### config.mk
export PLATFORM = sky130hd
export DESIGN_NAME = pe_tile_param
export DESIGN_NICKNAME = d
export VERILOG_FILES = /design/src/rtl/pe_tile_pkg.sv /design/src/rtl/config_reg_bank.sv /design/src/rtl/pe_tile_param.sv
export SDC_FILE = /design/constraint.sdc
export NUM_CORES = 1
export LEC_CHECK = 0
export BUFFER_PORTS_ARGS = -buffer_cell sky130_fd_sc_hd__buf_2
export CAP_MARGIN = 10
export CORE_UTILIZATION = 40
export DETAILED_ROUTE_END_ITERATION = 10
export GPL_TIMING_DRIVEN = 0
export PLACE_DENSITY = 0.68
export SYNTH_ARGS = -nofsm -noshare
export SYNTH_HDL_FRONTEND = slang
export SYNTH_HIERARCHICAL = 1
export SYNTH_SLANG_ARGS = --single-unit
### constraint.sdc
create_clock -name clk -period 3.2 [get_ports clk]
set_input_delay 0 -clock clk [delete_from_list [all_inputs] [get_ports clk]]
set_output_delay 0 -clock clk [all_outputs]
set_load 0.05 [all_outputs]
### src/rtl/pe_tile_pkg.sv
// Shared definitions for the parametrised PE tile: sides, opcodes,
// config register indices and switch-box select codes.
package pe_tile_pkg;

    typedef enum logic [1:0] {
        SIDE_N = 2'd0,
        SIDE_E = 2'd1,
        SIDE_S = 2'd2,
        SIDE_W = 2'd3
    } side_e;

    localparam logic [2:0] OP_AND    = 3'd0;
    localparam logic [2:0] OP_OR     = 3'd1;
    localparam logic [2:0] OP_XOR    = 3'd2;
    localparam logic [2:0] OP_ADD    = 3'd3;
    localparam logic [2:0] OP_SUB    = 3'd4;
    localparam logic [2:0] OP_PASS_A = 3'd5;
    localparam logic [2:0] OP_PASS_B = 3'd6;
    localparam logic [2:0] OP_NOT_A  = 3'd7;

    localparam logic [15:0] REG_PE_OP   = 16'd0;
    localparam logic [15:0] REG_CB0     = 16'd1;
    localparam logic [15:0] REG_CB1     = 16'd2;
    localparam logic [15:0] REG_SB_BASE = 16'd3;

    // Select code k routes from side (s+k+1)%4; SB_PE takes the PE result.
    localparam logic [1:0] SB_NEXT1 = 2'd0;
    localparam logic [1:0] SB_NEXT2 = 2'd1;
    localparam logic [1:0] SB_NEXT3 = 2'd2;
    localparam logic [1:0] SB_PE    = 2'd3;

    function automatic int unsigned side_rot(input int unsigned s, input int unsigned k);
        return (s + k) % 4;
    endfunction

endpackage

### src/rtl/config_reg_bank.sv
// Config address decoder and the seven tile configuration registers,
// with a read-old readback register.
module config_reg_bank
    import pe_tile_pkg::*;
#(
    parameter int CB_W = 4,
    parameter int SB_W = 8
) (
    input  logic              clk,
    input  logic              reset,
    input  logic [15:0]       tile_id,
    input  logic [31:0]       config_addr,
    input  logic [31:0]       config_data,
    input  logic              config_valid,
    output logic [31:0]       config_rd_data,
    output logic [2:0]        pe_op,
    output logic [CB_W-1:0]   cb0_sel,
    output logic [CB_W-1:0]   cb1_sel,
    output logic [4*SB_W-1:0] sb_sel
);

    logic            hit;
    logic [15:0]     idx;
    logic [31:0]     rd_val;
    logic [SB_W-1:0] sb_q [4];
    logic            unused_data;

    assign hit         = (config_addr[31:16] == tile_id);
    assign idx         = config_addr[15:0];
    assign unused_data = ^config_data;

    always_comb begin
        rd_val = '0;
        case (idx)
            REG_PE_OP:           rd_val[2:0]      = pe_op;
            REG_CB0:             rd_val[CB_W-1:0] = cb0_sel;
            REG_CB1:             rd_val[CB_W-1:0] = cb1_sel;
            REG_SB_BASE:         rd_val[SB_W-1:0] = sb_q[0];
            REG_SB_BASE + 16'd1: rd_val[SB_W-1:0] = sb_q[1];
            REG_SB_BASE + 16'd2: rd_val[SB_W-1:0] = sb_q[2];
            REG_SB_BASE + 16'd3: rd_val[SB_W-1:0] = sb_q[3];
            default:             rd_val           = '0;
        endcase
    end

    // Readback samples the pre-write value, so a same-cycle write reads old.
    always_ff @(posedge clk) begin
        if (!reset) begin
            pe_op          <= '0;
            cb0_sel        <= '0;
            cb1_sel        <= '0;
            config_rd_data <= '0;
            for (int s = 0; s < 4; s++) sb_q[s] <= '0;
        end else begin
            if (hit) config_rd_data <= rd_val;
            if (config_valid && hit) begin
                case (idx)
                    REG_PE_OP:           pe_op   <= config_data[2:0];
                    REG_CB0:             cb0_sel <= config_data[CB_W-1:0];
                    REG_CB1:             cb1_sel <= config_data[CB_W-1:0];
                    REG_SB_BASE:         sb_q[0] <= config_data[SB_W-1:0];
                    REG_SB_BASE + 16'd1: sb_q[1] <= config_data[SB_W-1:0];
                    REG_SB_BASE + 16'd2: sb_q[2] <= config_data[SB_W-1:0];
                    REG_SB_BASE + 16'd3: sb_q[3] <= config_data[SB_W-1:0];
                    default: ;
                endcase
            end
        end
    end

    for (genvar s = 0; s < 4; s++) begin : g_sb_flat
        assign sb_sel[s*SB_W +: SB_W] = sb_q[s];
    end

endmodule

### src/rtl/pe_tile_param.sv
// Parametrised routing tile: two connect boxes, a registered PE and a
// per-side switch box with optional output registering.
module pe_tile_param
    import pe_tile_pkg::*;
#(
    parameter int       TRACK_WIDTH = 1,
    parameter int       NUM_TRACKS  = 4,
    parameter bit [3:0] SIDE_MASK   = 4'b1111,
    parameter bit       SB_REG      = 1'b0
) (
    input  logic                                clk,
    input  logic                                reset,
    input  logic [15:0]                         tile_id,
    input  logic [31:0]                         config_addr,
    input  logic [31:0]                         config_data,
    input  logic                                config_valid,
    output logic [31:0]                         config_rd_data,
    input  logic [4*NUM_TRACKS*TRACK_WIDTH-1:0] in_wires,
    output logic [4*NUM_TRACKS*TRACK_WIDTH-1:0] out_wires,
    output logic [TRACK_WIDTH-1:0]              pe_out
);

    localparam int TW    = TRACK_WIDTH;
    localparam int NT    = NUM_TRACKS;
    localparam int BUS_W = 4 * NT * TW;
    // One extra bit so that the "operand is zero" range is reachable.
    localparam int CB_W  = $clog2(2 * NT) + 1;
    localparam int SB_W  = 2 * NT;

    logic [2:0]        pe_op;
    logic [CB_W-1:0]   cb0_sel;
    logic [CB_W-1:0]   cb1_sel;
    logic [4*SB_W-1:0] sb_sel;
    logic [TW-1:0]     a_p0;
    logic [TW-1:0]     b_p0;
    logic [BUS_W-1:0]  sb_next;
    logic              unused_sel;

    config_reg_bank #(
        .CB_W (CB_W),
        .SB_W (SB_W)
    ) u_cfg (
        .clk            (clk),
        .reset          (reset),
        .tile_id        (tile_id),
        .config_addr    (config_addr),
        .config_data    (config_data),
        .config_valid   (config_valid),
        .config_rd_data (config_rd_data),
        .pe_op          (pe_op),
        .cb0_sel        (cb0_sel),
        .cb1_sel        (cb1_sel),
        .sb_sel         (sb_sel)
    );

    // Masked sides never look at their select bits.
    assign unused_sel = ^sb_sel;

    function automatic logic [TW-1:0] cb_pick(input logic [BUS_W-1:0] iw,
                                              input logic [BUS_W-1:0] ow,
                                              input int unsigned      side,
                                              input logic [CB_W-1:0]  sel);
        int unsigned k;
        k = 32'(sel);
        if (k < NT)
            return TW'(iw >> ((side * NT + k) * TW));
        else if (k < 2 * NT)
            return TW'(ow >> ((side * NT + k - NT) * TW));
        else
            return '0;
    endfunction

    function automatic logic [TW-1:0] pe_alu(input logic [2:0]    op,
                                             input logic [TW-1:0] a,
                                             input logic [TW-1:0] b);
        logic [TW-1:0] r;
        case (op)
            OP_AND:    r = a & b;
            OP_OR:     r = a | b;
            OP_XOR:    r = a ^ b;
            OP_ADD:    r = a + b;
            OP_SUB:    r = a - b;
            OP_PASS_A: r = a;
            OP_PASS_B: r = b;
            default:   r = ~a;
        endcase
        return r;
    endfunction

    // Stage p0: connect-box operand selection.
    assign a_p0 = cb_pick(in_wires, out_wires, 0, cb0_sel);
    assign b_p0 = cb_pick(in_wires, out_wires, 1, cb1_sel);

    // Stage p1: registered PE result.
    always_ff @(posedge clk) begin
        if (!reset) pe_out <= '0;
        else        pe_out <= pe_alu(pe_op, a_p0, b_p0);
    end

    for (genvar s = 0; s < 4; s++) begin : g_side
        for (genvar t = 0; t < NT; t++) begin : g_trk
            localparam int O  = (s * NT + t) * TW;
            localparam int I1 = (int'(side_rot(s, 1)) * NT + t) * TW;
            localparam int I2 = (int'(side_rot(s, 2)) * NT + t) * TW;
            localparam int I3 = (int'(side_rot(s, 3)) * NT + t) * TW;
            if (SIDE_MASK[s]) begin : g_on
                logic [1:0] code;
                assign code = sb_sel[s*SB_W + 2*t +: 2];
                assign sb_next[O +: TW] = (code == SB_PE)    ? pe_out :
                                          (code == SB_NEXT3) ? in_wires[I3 +: TW] :
                                          (code == SB_NEXT2) ? in_wires[I2 +: TW] :
                                                               in_wires[I1 +: TW];
            end else begin : g_off
                assign sb_next[O +: TW] = '0;
            end
        end
    end

    if (SB_REG) begin : g_sb_reg
        // Stage p1: switch-box output register.
        logic [BUS_W-1:0] sb_out_p1;
        always_ff @(posedge clk) begin
            if (!reset) sb_out_p1 <= '0;
            else        sb_out_p1 <= sb_next;
        end
        assign out_wires = sb_out_p1;
    end else begin : g_sb_comb
        assign out_wires = sb_next;
    end

endmodule

==> impl_metrics.csv, run 1 <==
group,metric,value,unit
placement,placed_cells,563,
placement,numPortBuffers,98,
die,core-area,8760,sq um
sta,maxSlewViolCount,0,
die,dieArea,9460,sq um
outcome,outcome,"completed",
worst_setup_path,r2r_slack,0.43,ns
worst_setup_path,cp_slowest_cell,"mux4_2",
sta,fmax,361,MHz
logic_synthesis,yosys_warnings,6,
route,viasPerCell,5.51,
worst_setup_path,cp_max_fo,8,
route,avgRoutedWirePerCell,17.3,microns
logic_synthesis,synth_flop_cell,"edfxtp_1",
global_routing,antenna_found_initial,0,
logic_synthesis,syn_avg_cell_area,10.9,sq um
clock_tree,cts_num_sinks,52,
layout,fin_nets,571,
logic_synthesis,synth_edf_count,32,
placement,dpl.hpwl,8.24,mm
power,peakVddDrop,0.000172,V
clock_tree,cts_root_buffer,"clkbuf_8",
worst_hold_path,hold_path_depth,2,
worst_setup_path,worstReg2RegEnd,"pe_out$_SDFF_PN0_",
logic_synthesis,synthCells,334,
route,drt_pass1_iterations,5,
sta,finalCritPeriodShare,86.5,%
worst_setup_path,worstRegToRegCells,11,
logic_synthesis,ys_seq_area_share,37.5,%
route,wirelength,10.0,mm
logic_synthesis,ys_ff_latch,52,
sta,fin_tns_setup,0,ns
layout,syn2layout_area_growth,24.2,%
logic_synthesis,yosysUniqueCellTypes,52,
sta,min_period,2.77,ns
clock_tree,cts.clk_slew.worst_paths,0.12,ns
placement,gp_congestion,0.959,
sta,finClkSkew,0.0156,ns
global_routing,grt_pass1_vias,3144,
clock_tree,postCtsSetupRepairBufs,0,
sta,hold-worst-slack,0.0348,ns
worst_setup_path,crit_arrival,3.00,ns
sta,hold_violations,0,
sta,rsz0062_at_grt,"no",
power,power_density,350,nW/um^2
global_routing,grt_util_all_layers,21.9,%
sta,setup_viol,0,
layout,diodes,0,
worst_hold_path,min_path_type,"in2reg",
clock_tree,cts_tree,"built",
worst_setup_path,cpPeakStageDelay,0.55,ns
worst_setup_path,critPathLaunchType,"flop",
clock_tree,cts_buffers,5,
worst_setup_path,setup.worst_path.class,"reg2reg",
worst_setup_path,required,3.43,ns
worst_hold_path,whs_endpoint,"u_cfg/sb_q[2][3]$_SDFFCE_PN0P_",
route,drtIter0Drc,318,
clock_tree,clock_path_buffers,2,
job,cap_violations,0,
layout,drive_above_1_share,36.7,%
route,num_vias,3188,
clock_tree,cts_max_level,2,
global_routing,grt_pass1_wl,16.1,mm
worst_hold_path,hp-start,"config_data[3]",
global_routing,grt-ovfl-total,0,
power,p_leak,1.91,nW
die,start_util,41.4,%
worst_setup_path,rr_startpoint,"u_cfg/cb0_sel[1]$_SDFFE_PN0P_",
worst_setup_path,crit_top_cell,"mux2i_1",
route,drc,0,
worst_setup_path,end_kind,"flop",
die,die_h,97.3,microns
logic_synthesis,ys_async_sr_fraction,0,%
route,ant_nets,0,
worst_setup_path,cp_cell_sequence,"clkbuf_1 -> mux4_2 -> mux2i_1 -> mux2i_1 -> a32oi_1 -> and2_1 -> ha_1 -> o21ai_0 -> a22oi_1 -> o2111ai_1 -> o2111a_1",
die,row_count,34,
logic_synthesis,syn_area,3630,sq um
die,die_w,97.3,microns
layout,fin_cells,579,
die,ios,148,
clock_tree,clk_latency,0.32,ns
global_routing,grt_max_degree,20,
sta,slew_headroom,24.2,%
sta,tightest_slew,1.12,ns
[placed cells by master (no fill, tap or decap), types with 8 or more instances in the layout]
cell      instances
mux2i_1          21
buf_4            24
inv_1             8
and2_1           33
dfxtp_1          20
nand2_1          32
buf_2           102
mux4_2           24
clkbuf_1          9
conb_1           24
xor2_1           17
o21ai_0           8
edfxtp_1         32
[metrics by stage]
stage | power [mW] | area, sq um | setup WS [ns] | utilization, %
6_report | 1.58 | 4510 | 0.433 | 51.4
5_1_grt | 1.64 | 4510 | 0.158 | 51.4
4_1_cts | 1.58 | 4490 | 0.243 | 51.2
3_5_place_dp | 1.16 | 4340 | 0.273 | 49.5
3_3_place_gp | 1.16 | 4340 | 0.315 | 49.5
2_1_floorplan | 1.04 | 3720 | 0.382 | -
[per-layer routing]
metal / wire length [microns] / global-route usage [%] / part of all wire (%) / vias up
met5: 0 / 0 / 0 / -
met4: 239 / 7.69 / 2.4 / 0
met3: 607 / 3.53 / 6.0 / 21
met2: 5290 / 40.0 / 53 / 155
met1: 3900 / 25.9 / 39 / 1523
li1: - / - / - / 1489
[final cells by class]
cell class / instances / area, sq um
Clock inverter: 3 / 28.8
Inverter: 8 / 30.0
Fill cell: 806 / 4260
Sequential cell: 52 / 1360
Tap cell: 108 / 135
Clock buffer: 5 / 68.8
Multi-Input combinational cell: 260 / 2090
Timing Repair Buffer: 106 / 558
Buffer: 37 / 233
[what timing repair did]
| item | CTS | global route |
|---|---|---|
| gates resized for setup | 0 | 1 |
| hold endpoints to repair | 16 | 0 |
| hold buffers | 5 | 0 |
| endpoints found under the setup margin | 0 | 1 |
[cell usage after synthesis (8+ instances only)]
library cell / number / area [sq um]
edfxtp_1: 32 / 961
mux2i_1: 21 / 210
clkbuf_1: 9 / 33.8
o21ai_0: 8 / 40.0
and2_1: 33 / 206
dfxtp_1: 20 / 400
nand2_1: 32 / 120
buf_4: 24 / 180
inv_1: 8 / 30.0
mux4_2: 24 / 541
xor2_1: 17 / 149
[report_power, final]
group	switching, mW	internal, mW	leakage, nW	total, mW
clock network	0.253	0.166	0.0511	0.419
registers	0.0212	0.731	0.465	0.752
logic	0.260	0.147	1.39	0.406
total	0.534	1.04	1.91	1.58
[cell families after synthesis]
kind of cell    after synthesis  share of synthesized area, %
simple gates                120                          18.8
other cells                   1                         0.103
mux                          48                          21.6
buf+inv                      45                          7.20
xor+xnor                     17                          4.10
compound gates               49                          9.96
flops                        52                          37.5
fa+ha+maj                     2                         0.689
[state kept, by name (all words and copies together) (netlist names)]
register / flops
u_cfg/cb1_sel: 4
u_cfg/sb_q: 32
u_cfg/config_rd_data: 8
u_cfg/cb0_sel: 4
pe_out: 1
u_cfg/pe_op: 3
[critical path: cells and delay by family (launching register included)]
kind                       cells  cell delay [ns]
muxes                          3             0.83
buffers and inverters          1             0.34
and+or+nand+nor                1             0.19
AOI/OAI and AO/OA              5             0.76
DFF                            1             0.39
adders and majority gates      1             0.18
[how the worst max path moves through the flow]
| stage | cells past startpoint | from | slack (ns) | end |
|---|---|---|---|---|
| 2_1_floorplan | 10 | pe_out$_SDFF_PN0_ | 0.38 | pe_out$_SDFF_PN0_ |
| 3_3_place_gp | 11 | u_cfg/cb0_sel[2]$_SDFFE_PN0P_ | 0.31 | pe_out$_SDFF_PN0_ |
| 3_5_place_dp | 11 | u_cfg/cb0_sel[2]$_SDFFE_PN0P_ | 0.27 | pe_out$_SDFF_PN0_ |
| 4_1_cts | 11 | u_cfg/cb0_sel[2]$_SDFFE_PN0P_ | 0.24 | pe_out$_SDFF_PN0_ |
| 5_1_grt | 10 | u_cfg/cb0_sel[1]$_SDFFE_PN0P_ | 0.16 | pe_out$_SDFF_PN0_ |
| 6_report | 11 | u_cfg/cb0_sel[1]$_SDFFE_PN0P_ | 0.43 | pe_out$_SDFF_PN0_ |
Power figures use the tool's default switching activity.
==> run 2, diff against run 1 <==
- CORE_UTILIZATION: 40 -> 35
- PLACE_DENSITY: 0.68 -> not set
==> run 2 against run 1 <==
Compared with the run above:
- hold slack lost 0.0022 ns
- combinational power increased by 1%
- sequential cell count unchanged
- cell area grew 1.1%
- wire length is 5.3% higher
- global-route usage shrank 2.1 points
- sequential power barely moved
- non-clock buffer count did not move
- power up 3.2%
- register-to-register slack lost 0.06 ns
==> impl_metrics.csv, run 2 (synthesis gave the netlist of run 1 again) <==
group,metric,value,unit
global_routing,antenna_found_initial,0,
route,wirelength,10.6,mm
worst_setup_path,cpPeakStageDelay,0.45,ns
die,die_w,104,microns
layout,mostFrequentLayoutCell,"buf_2",
sta,min_period,2.83,ns
worst_hold_path,hp-start,"config_data[3]",
worst_setup_path,cp_slowest_cell,"dfxtp_1",
route,drtIter0Drc,202,
sta,rsz0062_at_grt,"no",
sta,finClkSkew,0.0131,ns
sta,slew_headroom,21.0,%
sta,tightest_slew,1.17,ns
placement,placed_cells,589,
sta,hold_violations,0,
route,ant_nets,0,
layout,syn2layout_area_growth,25.5,%
die,ios,148,
placement,placed_area,4380,sq um
clock_tree,cts_max_level,2,
sta,maxSlewViolCount,0,
placement,numPortBuffers,98,
worst_setup_path,worstRegToRegCells,11,
global_routing,grt_pass1_vias,3070,
layout,design_area,4560,sq um
worst_setup_path,required,3.46,ns
clock_tree,cts_root_buffer,"clkbuf_8",
global_routing,grt_max_degree,17,
route,drt_pass1_iterations,6,
sta,fin_tns_setup,0,ns
route,drc,0,
sta,setup_ws,0.370,ns
layout,largest_register_ffs,32,
power,total_power,1.63,mW
layout,regMostFlops,"u_cfg/sb_q",
layout,fin_nets,571,
worst_setup_path,r2r_slack,0.37,ns
clock_tree,postCtsSetupRepairBufs,0,
worst_setup_path,worstReg2RegEnd,"pe_out$_SDFF_PN0_",
die,dieArea,10800,sq um
worst_setup_path,rr_startpoint,"u_cfg/cb0_sel[2]$_SDFFE_PN0P_",
worst_setup_path,critPathLaunchType,"flop",
global_routing,grt-ovfl-total,0,
route,avgRoutedWirePerCell,17.5,microns
power,power_density,357,nW/um^2
clock_tree,cts_tree,"built",
clock_tree,cts.clk_slew.worst_paths,0.11,ns
sta,finalCritPeriodShare,88.4,%
worst_setup_path,cp_max_fo,10,
layout,largestRegisters,"u_cfg/sb_q x32, u_cfg/config_rd_data x8",
layout,diodes,0,
outcome,outcome,"completed",
clock_tree,clock_path_buffers,2,
worst_hold_path,hold_path_depth,3,
die,start_util,36.6,%
die,core-area,9910,sq um
placement,pre_cts_ws,0.235,ns
worst_setup_path,crit_arrival,3.10,ns
layout,fin_cells,604,
die,row_count,36,
layout,drive_above_1_share,36.5,%
global_routing,grt_util_all_layers,19.8,%
layout,final_cell_mix,"buf_2 (101), and2_1 (33), nand2_1 (32), edfxtp_1 (32), buf_4 (25)",
sta,setup_viol,0,
clock_tree,cts_buffers,5,
worst_setup_path,setup.worst_path.class,"reg2reg",
worst_setup_path,end_kind,"flop",
sta,fmax,353,MHz
clock_tree,clk_latency,0.32,ns
route,viasPerCell,5.30,
worst_setup_path,cp_cell_sequence,"clkbuf_2 -> inv_1 -> ha_1 -> or3_1 -> a31oi_1 -> o21ai_1 -> and2_1 -> ha_1 -> inv_1 -> a221oi_1 -> o2111a_1",
worst_hold_path,whs_endpoint,"u_cfg/cb1_sel[3]$_SDFFE_PN0P_",
power,p_leak,1.91,nW
global_routing,grt_pass1_wl,16.7,mm
route,num_vias,3200,
worst_hold_path,min_path_type,"in2reg",
die,die_h,104,microns
clock_tree,cts_num_sinks,52,
power,peakVddDrop,0.000254,V
placement,dpl.hpwl,8.63,mm
job,cap_violations,0,
placement,gp_congestion,0.884,
## run 2: changes by cell type in the layout (fill, tap and decap cells not counted)
cell       before  now
inv_6           2    0
buf_2         102  101
buf_4          24   25
bufinv_16       0    1
clkinv_1        0    1
clkinv_4        0    1
inv_8           1    0
## run 2: worst max path at each step
| stage | startpoint | endpoint | slack, ns |
|---|---|---|---|
| 2_1_floorplan | pe_out$_SDFF_PN0_ | pe_out$_SDFF_PN0_ | 0.38 |
| 3_3_place_gp | u_cfg/cb0_sel[2]$_SDFFE_PN0P_ | pe_out$_SDFF_PN0_ | 0.24 |
| 3_5_place_dp | u_cfg/cb0_sel[2]$_SDFFE_PN0P_ | pe_out$_SDFF_PN0_ | 0.24 |
| 4_1_cts | u_cfg/cb0_sel[2]$_SDFFE_PN0P_ | pe_out$_SDFF_PN0_ | 0.20 |
| 5_1_grt | u_cfg/cb0_sel[2]$_SDFFE_PN0P_ | pe_out$_SDFF_PN0_ | 0.19 |
| 6_report | u_cfg/cb0_sel[2]$_SDFFE_PN0P_ | pe_out$_SDFF_PN0_ | 0.37 |
## run 2: area by class of cell
class / instances / area (sq um)
Tap cell: 133 / 166
Sequential cell: 52 / 1360
Clock buffer: 5 / 68.8
Multi-Input combinational cell: 260 / 2090
Inverter: 8 / 30.0
Buffer: 37 / 233
Fill cell: 977 / 5350
Clock inverter: 3 / 42.5
Timing Repair Buffer: 106 / 561
## run 2: where the power goes
group          leakage [nW]  total (mW)  internal [mW]  switching [mW]
sequential            0.465       0.753          0.731          0.0226
clock                0.0558       0.465          0.232           0.233
combinational          1.39       0.410          0.147           0.263
## run 2: stage by stage
| stage | utilization [%] | hold WS [ns] |
|---|---|---|
| after CTS | 45.7 | 0.00166 |
| after detailed placement | 44.2 | 0.283 |
| after global routing | 46.0 | 0.0260 |
| after global placement | 44.1 | 0.278 |
| after floorplan | - | 0.140 |
| final | 46.0 | 0.0326 |
## run 2: timing repair
| item | 4_1_cts | 5_1_grt |
|---|---|---|
| setup endpoints to repair | 0 | 1 |
| hold endpoints to repair | 8 | 3 |
| hold buffers | 4 | 1 |
| resized for setup | 0 | 1 |
## run 2: per-layer routing
layer	routed length [microns]	global-route usage, %	vias up
met5	0	0	-
met4	287	6.53	0
met3	660	3.90	28
met2	5110	33.3	145
met1	4530	25.4	1534
li1	-	-	1493
## run 2: worst max-delay path, delay by kind of cell, from the launching register on
| family | cells | cell delay (ns) |
|---|---|---|
| and+or+nand+nor | 2 | 0.47 |
| buffers and inverters | 3 | 0.44 |
| AOI/OAI and AO/OA | 4 | 0.81 |
| adders and majority gates | 2 | 0.61 |
| DFF | 1 | 0.45 |
==> run 3, diff against run 2 <==
- CORE_MARGIN: not set -> 2
- MAX_ROUTING_LAYER: not set -> met4
==> run 3 against run 2 <==
Compared with the run above:
- core utilization is 1.7 points lower
- critical path type unchanged
- power is 3.3% lower
- hold slack worse by 0.026 ns
- sequential power hardly changed
- clock skew is 0.011 ns lower
- register-to-register slack better by 0.04 ns
- sequential cell count stayed put
- die area is 3.9% higher
- clock power is 11% lower
- highest routed layer unchanged
- non-clock buffer count is 3 lower
- largest cell class unchanged
- critical endpoint unchanged
==> impl_metrics.csv, run 3 (synthesis gave the netlist of run 1 again) <==
group,metric,value,unit
worst_setup_path,critPathLaunchType,"flop",
global_routing,grt-ovfl-total,0,
route,avgRoutedWirePerCell,17.4,microns
die,start_util,35.6,%
route,routed-wl-met2,5.26,mm
layout,utilization,44.3,%
sta,finalCritPeriodShare,87.3,%
worst_hold_path,min_path_type,"in2reg",
global_routing,grt_max_degree,20,
sta,fin_tns_setup,0,ns
die,dieArea,11200,sq um
layout,diodes,0,
clock_tree,cts_num_sinks,52,
route,drc,0,
worst_setup_path,worstRegToRegCells,11,
job,cap_violations,0,
worst_setup_path,rr_startpoint,"u_cfg/cb0_sel[2]$_SDFFE_PN0P_",
sta,hold_violations,0,
route,num_vias,3173,
global_routing,grt_pass1_vias,3052,
sta,fmax,358,MHz
sta,setup_viol,0,
layout,regMostFlops,"u_cfg/sb_q",
worst_setup_path,cp_max_fo,10,
sta,min_period,2.79,ns
placement,dpl.hpwl,8.59,mm
route,routed.top_layer,"met4",
worst_setup_path,crit_arrival,3.06,ns
sta,slew_headroom,25.4,%
worst_setup_path,worstReg2RegEnd,"pe_out$_SDFF_PN0_",
clock_tree,cts_max_level,2,
layout,final_cell_mix,"buf_2 (103), and2_1 (33), nand2_1 (32), edfxtp_1 (32)",
placement,numPortBuffers,98,
power,power_density,349,nW/um^2
placement,gp_congestion,0.887,
worst_setup_path,end_kind,"flop",
route,wl_met3,664,microns
layout,drive_above_1_share,37.0,%
worst_setup_path,setup.worst_path.class,"reg2reg",
sta,finClkSkew,0.00228,ns
route,drt_pass1_iterations,5,
die,die_h,106,microns
die,ios,148,
clock_tree,clk_latency,0.31,ns
layout,syn2layout_area_growth,24.3,%
route,drtIter0Drc,178,
clock_tree,clock_path_buffers,2,
power,p_leak,1.90,nW
global_routing,antenna_found_initial,0,
worst_setup_path,startpoint,"u_cfg/cb0_sel[2]$_SDFFE_PN0P_",
clock_tree,cts.clk_slew.worst_paths,0.10,ns
die,core-area,10200,sq um
layout,largest_register_ffs,32,
global_routing,grt_util_all_layers,19.4,%
worst_setup_path,r2r_slack,0.41,ns
sta,rsz0062_at_grt,"no",
worst_setup_path,endpoint,"pe_out$_SDFF_PN0_",
die,die_w,106,microns
layout,largestRegisters,"u_cfg/sb_q x32, u_cfg/config_rd_data x8",
worst_setup_path,required,3.46,ns
die,row_count,37,
sta,tightest_slew,1.11,ns
route,viasPerCell,5.25,
clock_tree,cts_tree,"built",
layout,fin_nets,568,
layout,mostFrequentLayoutCell,"buf_2",
power,peakVddDrop,0.000195,V
route,ant_nets,0,
route,drt-met1-wl,4.38,mm
clock_tree,cts_root_buffer,"clkbuf_8",
sta,maxSlewViolCount,0,
clock_tree,cts_buffers,5,
global_routing,grt_pass1_wl,16.3,mm
outcome,outcome,"completed",
route,wirelength,10.5,mm
==> run 3: what timing repair did <==
item,4_1_cts,5_1_grt
buffers inserted,0,0
endpoints found under the hold margin,2,0
gates resized for setup,0,1
hold buffers,2,0
setup endpoints to repair,0,1
==> run 3: area by class of cell <==
type,count,area (sq um)
fillers,1001,5670
multi-input cells,260,2090
flip-flops and latches,52,1360
repair buffers,103,526
plain buffers,37,233
well taps,136,170
clock buffers,5,68.8
inverters,8,30.0
clock inverters,3,28.8
==> run 3: critical path: stages, from the launching register on <==
cell      delay [ns]
dfxtp_1         0.45
clkbuf_2        0.26
inv_1           0.13
ha_1            0.32
or3_1           0.31
a31oi_1         0.15
o21ai_1         0.11
and2_1          0.16
ha_1            0.29
inv_1           0.04
a221oi_1        0.29
o2111a_1        0.23
==> run 3: worst min-delay path by stage <==
stage	endpoint	from	cells past startpoint	slack [ns]
final	u_cfg/cb1_sel[3]$_SDFFE_PN0P_	config_data[3]	3	0.007
after global routing	u_cfg/sb_q[3][4]$_SDFFCE_PN0P_	config_data[4]	2	0.0004
after CTS	u_cfg/cb0_sel[3]$_SDFFE_PN0P_	config_data[3]	3	0.0007
after detailed placement	pe_out$_SDFF_PN0_	reset	2	0.28
after global placement	pe_out$_SDFF_PN0_	reset	2	0.27
after floorplan	pe_out$_SDFF_PN0_	reset	1	0.14
==> run 3: stage by stage <==
stage          worst slack, ns  hold WS (ns)  cells  area [sq um]  power [mW]
2_1_floorplan            0.382         0.140    357          3720        1.04
3_3_place_gp             0.292         0.274    591          4380        1.16
3_5_place_dp             0.248         0.280    591          4380        1.17
4_1_cts                  0.207      0.000677    601          4490        1.58
5_1_grt                  0.112      0.000438    604          4510        1.64
6_report                 0.408       0.00700    604          4510        1.57
==> run 3: per-layer routing <==
layer  vias to the layer above  track usage (%)
met2                       164             33.4
met4                         0             4.89
met1                      1502             23.8
met5                         -                -
met3                        23             3.15
li1                       1484                -
==> run 3: power by group <==
| part | switching [mW] | internal (mW) | total, mW |
|---|---|---|---|
| clock network | 0.249 | 0.166 | 0.415 |
| registers | 0.0216 | 0.731 | 0.752 |
| logic | 0.264 | 0.144 | 0.408 |
